--- config.mk ---
export PLATFORM = sky130hd
export DESIGN_NAME = sram_spi_arbiter
export DESIGN_NICKNAME = d
export VERILOG_FILES = /design/src/rtl/sram_spi_arbiter.sv
export SDC_FILE = /design/constraint.sdc
export NUM_CORES = 1
export LEC_CHECK = 0
export BUFFER_PORTS_ARGS = -buffer_cell sky130_fd_sc_hd__buf_2
export CELL_PAD_IN_SITES_DETAIL_PLACEMENT = 0
export CELL_PAD_IN_SITES_GLOBAL_PLACEMENT = 2
export CORE_ASPECT_RATIO = 0.6
export CORE_MARGIN = 5
export CORE_UTILIZATION = 25
export CTS_CLUSTER_DIAMETER = 50
export DETAILED_ROUTE_END_ITERATION = 16
export GPL_TIMING_DRIVEN = 0
export HOLD_SLACK_MARGIN = 0.02
export PLACE_DENSITY_LB_ADDON = 0.08
export SLEW_MARGIN = 15
export SYNTH_ARGS = -nofsm -noshare
export SYNTH_HDL_FRONTEND = slang
export SYNTH_SLANG_ARGS = --single-unit
--- constraint.sdc ---
create_clock -name sclk -period 2.2 [get_ports sclk]
set_clock_uncertainty 0.05 [all_clocks]
set_input_delay 0.11 -clock sclk [delete_from_list [all_inputs] [get_ports sclk]]
set_output_delay 0.11 -clock sclk [all_outputs]
set_load 0.03 [all_outputs]
--- src/rtl/sram_spi_arbiter.sv ---
// Round-robin arbiter and command sequencer sharing one SPI SRAM engine between two requesters.
// Runs a one-shot mode-register write after reset, then issues single-cycle instruction pulses.
module sram_spi_arbiter #(
    parameter int unsigned ADDR_W    = 24,
    parameter int unsigned LEN_W     = 24,
    parameter logic [7:0]  INIT_MODE = 8'h40,
    parameter bit          DO_INIT   = 1'b1,
    parameter int unsigned TIMEOUT   = 4096
) (
    input  logic              sclk,
    input  logic              reset,
    input  logic              r0_req,
    input  logic              r0_we,
    input  logic [ADDR_W-1:0] r0_addr,
    input  logic [7:0]        r0_wdata,
    input  logic [LEN_W-1:0]  r0_len,
    output logic              r0_gnt,
    output logic              r0_done,
    output logic              r0_err,
    input  logic              r1_req,
    input  logic              r1_we,
    input  logic [ADDR_W-1:0] r1_addr,
    input  logic [7:0]        r1_wdata,
    input  logic [LEN_W-1:0]  r1_len,
    output logic              r1_gnt,
    output logic              r1_done,
    output logic              r1_err,
    output logic [7:0]        eng_inst,
    output logic [ADDR_W-1:0] eng_addr,
    output logic [7:0]        eng_wdata,
    output logic [LEN_W-1:0]  eng_len,
    input  logic              eng_busy,
    input  logic              eng_done,
    output logic              init_done
);

    localparam int unsigned     CNT_W    = $clog2(TIMEOUT);
    localparam logic [CNT_W-1:0] CNT_LAST = CNT_W'(TIMEOUT - 1);

    localparam logic [7:0] INST_NONE  = 8'd0;
    localparam logic [7:0] INST_WRSR  = 8'd1;
    localparam logic [7:0] INST_WRITE = 8'd2;
    localparam logic [7:0] INST_READ  = 8'd3;

    typedef enum logic [2:0] {
        StInitIssue,
        StInitWait,
        StIdle,
        StIssue,
        StBusy
    } state_e;

    state_e           state;
    logic [CNT_W-1:0] cnt;
    logic             prio;     // 1: r1 wins a tie
    logic             sel;      // requester owning the current transaction

    logic              pick_r1;
    logic              pick_we;
    logic [ADDR_W-1:0] pick_addr;
    logic [7:0]        pick_wdata;
    logic [LEN_W-1:0]  pick_len;

    always_comb begin
        pick_r1    = r1_req && (!r0_req || prio);
        pick_we    = pick_r1 ? r1_we    : r0_we;
        pick_addr  = pick_r1 ? r1_addr  : r0_addr;
        pick_wdata = pick_r1 ? r1_wdata : r0_wdata;
        pick_len   = pick_r1 ? r1_len   : r0_len;
    end

    always_ff @(posedge sclk) begin
        if (reset) begin
            state     <= DO_INIT ? StInitIssue : StIdle;
            cnt       <= '0;
            prio      <= 1'b0;
            sel       <= 1'b0;
            r0_gnt    <= 1'b0;
            r0_done   <= 1'b0;
            r0_err    <= 1'b0;
            r1_gnt    <= 1'b0;
            r1_done   <= 1'b0;
            r1_err    <= 1'b0;
            eng_inst  <= INST_NONE;
            eng_addr  <= '0;
            eng_wdata <= '0;
            eng_len   <= '0;
            init_done <= 1'b0;
        end else begin
            // Pulse outputs default low; eng_inst is never held past one cycle.
            r0_gnt   <= 1'b0;
            r1_gnt   <= 1'b0;
            r0_done  <= 1'b0;
            r1_done  <= 1'b0;
            r0_err   <= 1'b0;
            r1_err   <= 1'b0;
            eng_inst <= INST_NONE;
            case (state)
                StInitIssue: begin
                    if (!eng_busy) begin
                        eng_inst  <= INST_WRSR;
                        eng_addr  <= '0;
                        eng_wdata <= INIT_MODE;
                        eng_len   <= '0;
                        cnt       <= '0;
                        state     <= StInitWait;
                    end
                end
                StInitWait: begin
                    if (eng_done) begin
                        init_done <= 1'b1;
                        cnt       <= '0;
                        state     <= StIdle;
                    end else if (cnt == CNT_LAST) begin
                        cnt   <= '0;
                        state <= StInitIssue;
                    end else begin
                        cnt <= cnt + 1'b1;
                    end
                end
                StIdle: begin
                    // Covers DO_INIT = 0, where no init write ever completes.
                    init_done <= 1'b1;
                    cnt       <= '0;
                    if (init_done && !eng_busy && (r0_req || r1_req)) begin
                        sel       <= pick_r1;
                        eng_addr  <= pick_addr;
                        eng_wdata <= pick_wdata;
                        eng_len   <= pick_len;
                        eng_inst  <= pick_we ? INST_WRITE : INST_READ;
                        r0_gnt    <= !pick_r1;
                        r1_gnt    <= pick_r1;
                        state     <= StIssue;
                    end
                end
                StIssue: begin
                    state <= StBusy;
                end
                StBusy: begin
                    // eng_done wins over a simultaneous timeout.
                    if (eng_done || cnt == CNT_LAST) begin
                        r0_done <= !sel;
                        r1_done <= sel;
                        r0_err  <= !sel && !eng_done;
                        r1_err  <= sel && !eng_done;
                        prio    <= !sel;
                        cnt     <= '0;
                        state   <= StIdle;
                    end else begin
                        cnt <= cnt + 1'b1;
                    end
                end
                default: begin
                    state <= StIdle;
                end
            endcase
        end
    end

endmodule

==> metrics <==
status=finished, final reports clean; CP max FO=10; Sink Count=82; Critical Path RT=~2.4 ns; Hold EP=eng_inst[0]$_SDFF_PP0_; vias in the first global route=4415; fin crit share=0.923; DP Wirelength=~12000 um; most common cell in the netlist=dfxtp_1; Psw=0.906 mW; Hold Crit Depth=3; routed via count=~4500; critical path's slowest cell=or3_1; Worst Hold Launch=r0_we; fin area=5740 sq um; Clock transition at path regs=0.06 ns; share of cells above drive strength 1=0.323; fin nets=838; Chip Width=177 um; Rows=36; Port Buf Inserts=183; cell occurring most often along the worst timing path=buf_4; total congestion overflow=0; CTS tree=built; share of synthesized flip-flops with an asynchronous set or reset=0; Post-synth EDFFs=0; Starting Density=0.256; final core utilization=0.352; Distinct cells, synth=49; global-route wire length before repair=24600 um; Synth warnings=0; DRT Pass-1 Iters=5; register area share after synthesis=0.393; Worst R2R End=eng_addr[23]$_SDFFE_PP0P_; final WL=about 16000 um; Yosys top cell area share=0.393; clock power share=0.458; final hold slack=0.0520 ns; Flop pwr share=0.413; VDD IR-drop max=approximately 0.33 mV; RSZ-0062 raised after global routing=no; Iteration-0 DRC Markers=301; Final Slew Violations=0; Hold Crit Class=primary input to register; Mapped Area=4180 sq um; cell leakage power=2.54 nW; CORE AREA=between 15000 and 20000 sq um; Longest Clk Path Bufs=2; pin count of the biggest net entering global routing=14; syn_area_per_cell=~8.1 sq um; CTS Buf Count=9; vias per cell=4.73; Max Cap Viol=0; IO Pins=191; slowest stage delay, CP=0.41 ns; most frequent cells after synthesis=dfxtp_1, nand2_1, a21oi_1; WS Path Type=register to register; dominant cells by area after synthesis=dfxtp_1, a21boi_0, and3_1; Sw Share=0.248; # diodes=0; R2R Path Start=state[2]$_SDFFE_PP0P_; R2R Setup Slk=between 0.15 and 0.2 ns; Total GRT Usage=0.161; worst skew pair latency=0.33 ns; top cell type by total area after synthesis=dfxtp_1; area grow syn2layout=37.4%; Worst setup EP type=register; Final GP Congestion=between 0.7 and 0.8; final hold violation count=0; final count of negative-setup-slack endpoints=0; Cells after Synth=517; power per cell area=636 nW/um^2; initial antenna violation count=2; Routed Antenna Nets=0; Die ar.=19500 sq um; Worst Tran Pin Value=0.706 ns; fillers=1767; Root Buffer Master=clkbuf_16; startpoint types=register; placed cell areas=5400 sq um; detail-routed net length per standard cell=16.9 um; total power=3.65 mW; Worst Setup Slack, final=0.169 ns; WP data arrival=2.24 ns; Post-Place Worst Slack=-0.00356 ns; H-tree levels=3; DRC=0; FMAX=0.492 GHz; prevailing post-synth register cell=dfxtp_1; Reg2Reg Depth=7; minimum clock period=2.03 ns; Die Span Y=roughly 110 um; critical path cell sequence=buf_4 > or3_1 > nor2_1 > buf_4 > buf_4 > o21ai_0 > a21oi_1; Int Pwr=2.74 mW; relative slew slack=0.529; Yosys reg bits=82; combinational fraction of design power=0.129
-- kinds of logic (layout without fill, tap and decap cells) --
kind of cell | Yosys count | after routing | share of synthesized area
AOI/OAI and AO/OA | 195 | 195 | 0.289
and+or+nand+nor | 174 | 174 | 0.232
DFF | 82 | 82 | 0.393
buffers and inverters | 57 | 257 | 0.0671
xor gates and xnor gates | 5 | 5 | 0.0105
muxes | 2 | 2 | 0.00479
adders and majority gates | 1 | 1 | 0.00300
other | 1 | 6 | 0.000898
-- layer usage --
| layer | wire [um] | global-route usage | vias to the layer above |
|---|---|---|---|
| met1 | 7810 | 0.228 | 2059 |
| met2 | 6630 | 0.238 | 171 |
| met4 | 154 | 0.0331 | 4 |
| met3 | 1420 | 0.0545 | 18 |
| met5 | 21 | 0 | - |
| li1 | - | - | 2244 |
-- placed cells by master (no fill, tap or decap), drive strengths merged, types with 2 or more instances in the layout --
master,Yosys,final
buf,17,200
dfxtp,82,82
nand2,65,65
a21oi,62,62
o21ai,60,60
and3,58,58
a21boi,55,55
clkbuf,39,51
nor3,9,9
a211oi,7,7
nand4,6,6
nor2,6,6
conb,1,6
or3,5,5
or4,5,5
nand3,5,5
xor2,4,4
o31ai,4,4
and4,2,2
and2,2,2
mux2i,2,2
nand2b,2,2
a221oi,2,2
nand3b,2,2
bufinv,0,2
clkinv,0,2
-- how the worst max path moves through the flow --
stage | start | endpoint | slack (ns) | cells after the start
after floorplan | state[2]$_SDFFE_PP0P_ | eng_addr[22]$_SDFFE_PP0P_ | 0.54 | 7
after global placement | prio$_SDFFE_PP0P_ | eng_addr[23]$_SDFFE_PP0P_ | 0.001 | 6
after detailed placement | prio$_SDFFE_PP0P_ | eng_len[18]$_SDFFE_PP0P_ | -0.004 | 6
after CTS | state[1]$_SDFFE_PP0P_ | eng_len[18]$_SDFFE_PP0P_ | 0.17 | 6
after global routing | state[1]$_SDFFE_PP0P_ | eng_len[5]$_SDFFE_PP0P_ | 0.004 | 6
final | state[2]$_SDFFE_PP0P_ | eng_addr[23]$_SDFFE_PP0P_ | 0.17 | 7
-- area by class of cell --
cell class              instances  area [sq um]  share of cell area
plain buffers                  56           278              0.0484
multi-input cells             383          2270               0.396
repair buffers                184           926               0.161
inverters                       1          3.75            0.000654
well taps                     228           285              0.0497
clock inverters                 4          73.8              0.0129
flip-flops and latches         82          1640               0.286
clock buffers                  12           256              0.0447
-- stage by stage --
step / instances / TNS, ns
2_1_floorplan: 522 / 0
3_3_place_gp: 933 / 0
3_5_place_dp: 933 / -0.00356
4_1_cts: 950 / 0
5_1_grt: 950 / 0
6_report: 950 / 0
-- power by group through the flow --
stage	Sequential (mW)	Clock [mW]	Combinational (mW)
4_1_cts	1.51	1.73	0.472
3_5_place_dp	1.54	0	0.468
2_1_floorplan	1.55	0	0.251
6_report	1.51	1.67	0.469
3_3_place_gp	1.54	0	0.467
5_1_grt	1.51	1.79	0.523
-- flip-flops by register name, indices dropped and copies added (netlist names) --
| register | flops |
|---|---|
| eng_addr | 24 |
| eng_len | 24 |
| cnt | 12 |
| eng_wdata | 8 |
| state | 3 |
| eng_inst | 2 |
| init_done | 1 |
| prio | 1 |
| r0_done | 1 |
| r0_err | 1 |
| r0_gnt | 1 |
| r1_done | 1 |
| r1_err | 1 |
| r1_gnt | 1 |
| sel | 1 |
-- repair_timing --
item                                   CTS  global route
setup buffers                            0             0
setup endpoints to repair                1             0
resized for setup                        1             0
hold buffers                             1             0
endpoints found under the hold margin    2             0
-- worst max-delay path, delay by kind of cell (launching register included) --
family / cells / cell delay, ns
AND/OR/NAND/NOR: 2 / 0.68
buffers and inverters: 3 / 0.59
AO/OA/AOI/OAI: 2 / 0.33
flip-flops: 1 / 0.30
No activity file was read; power rests on OpenSTA's default activity.
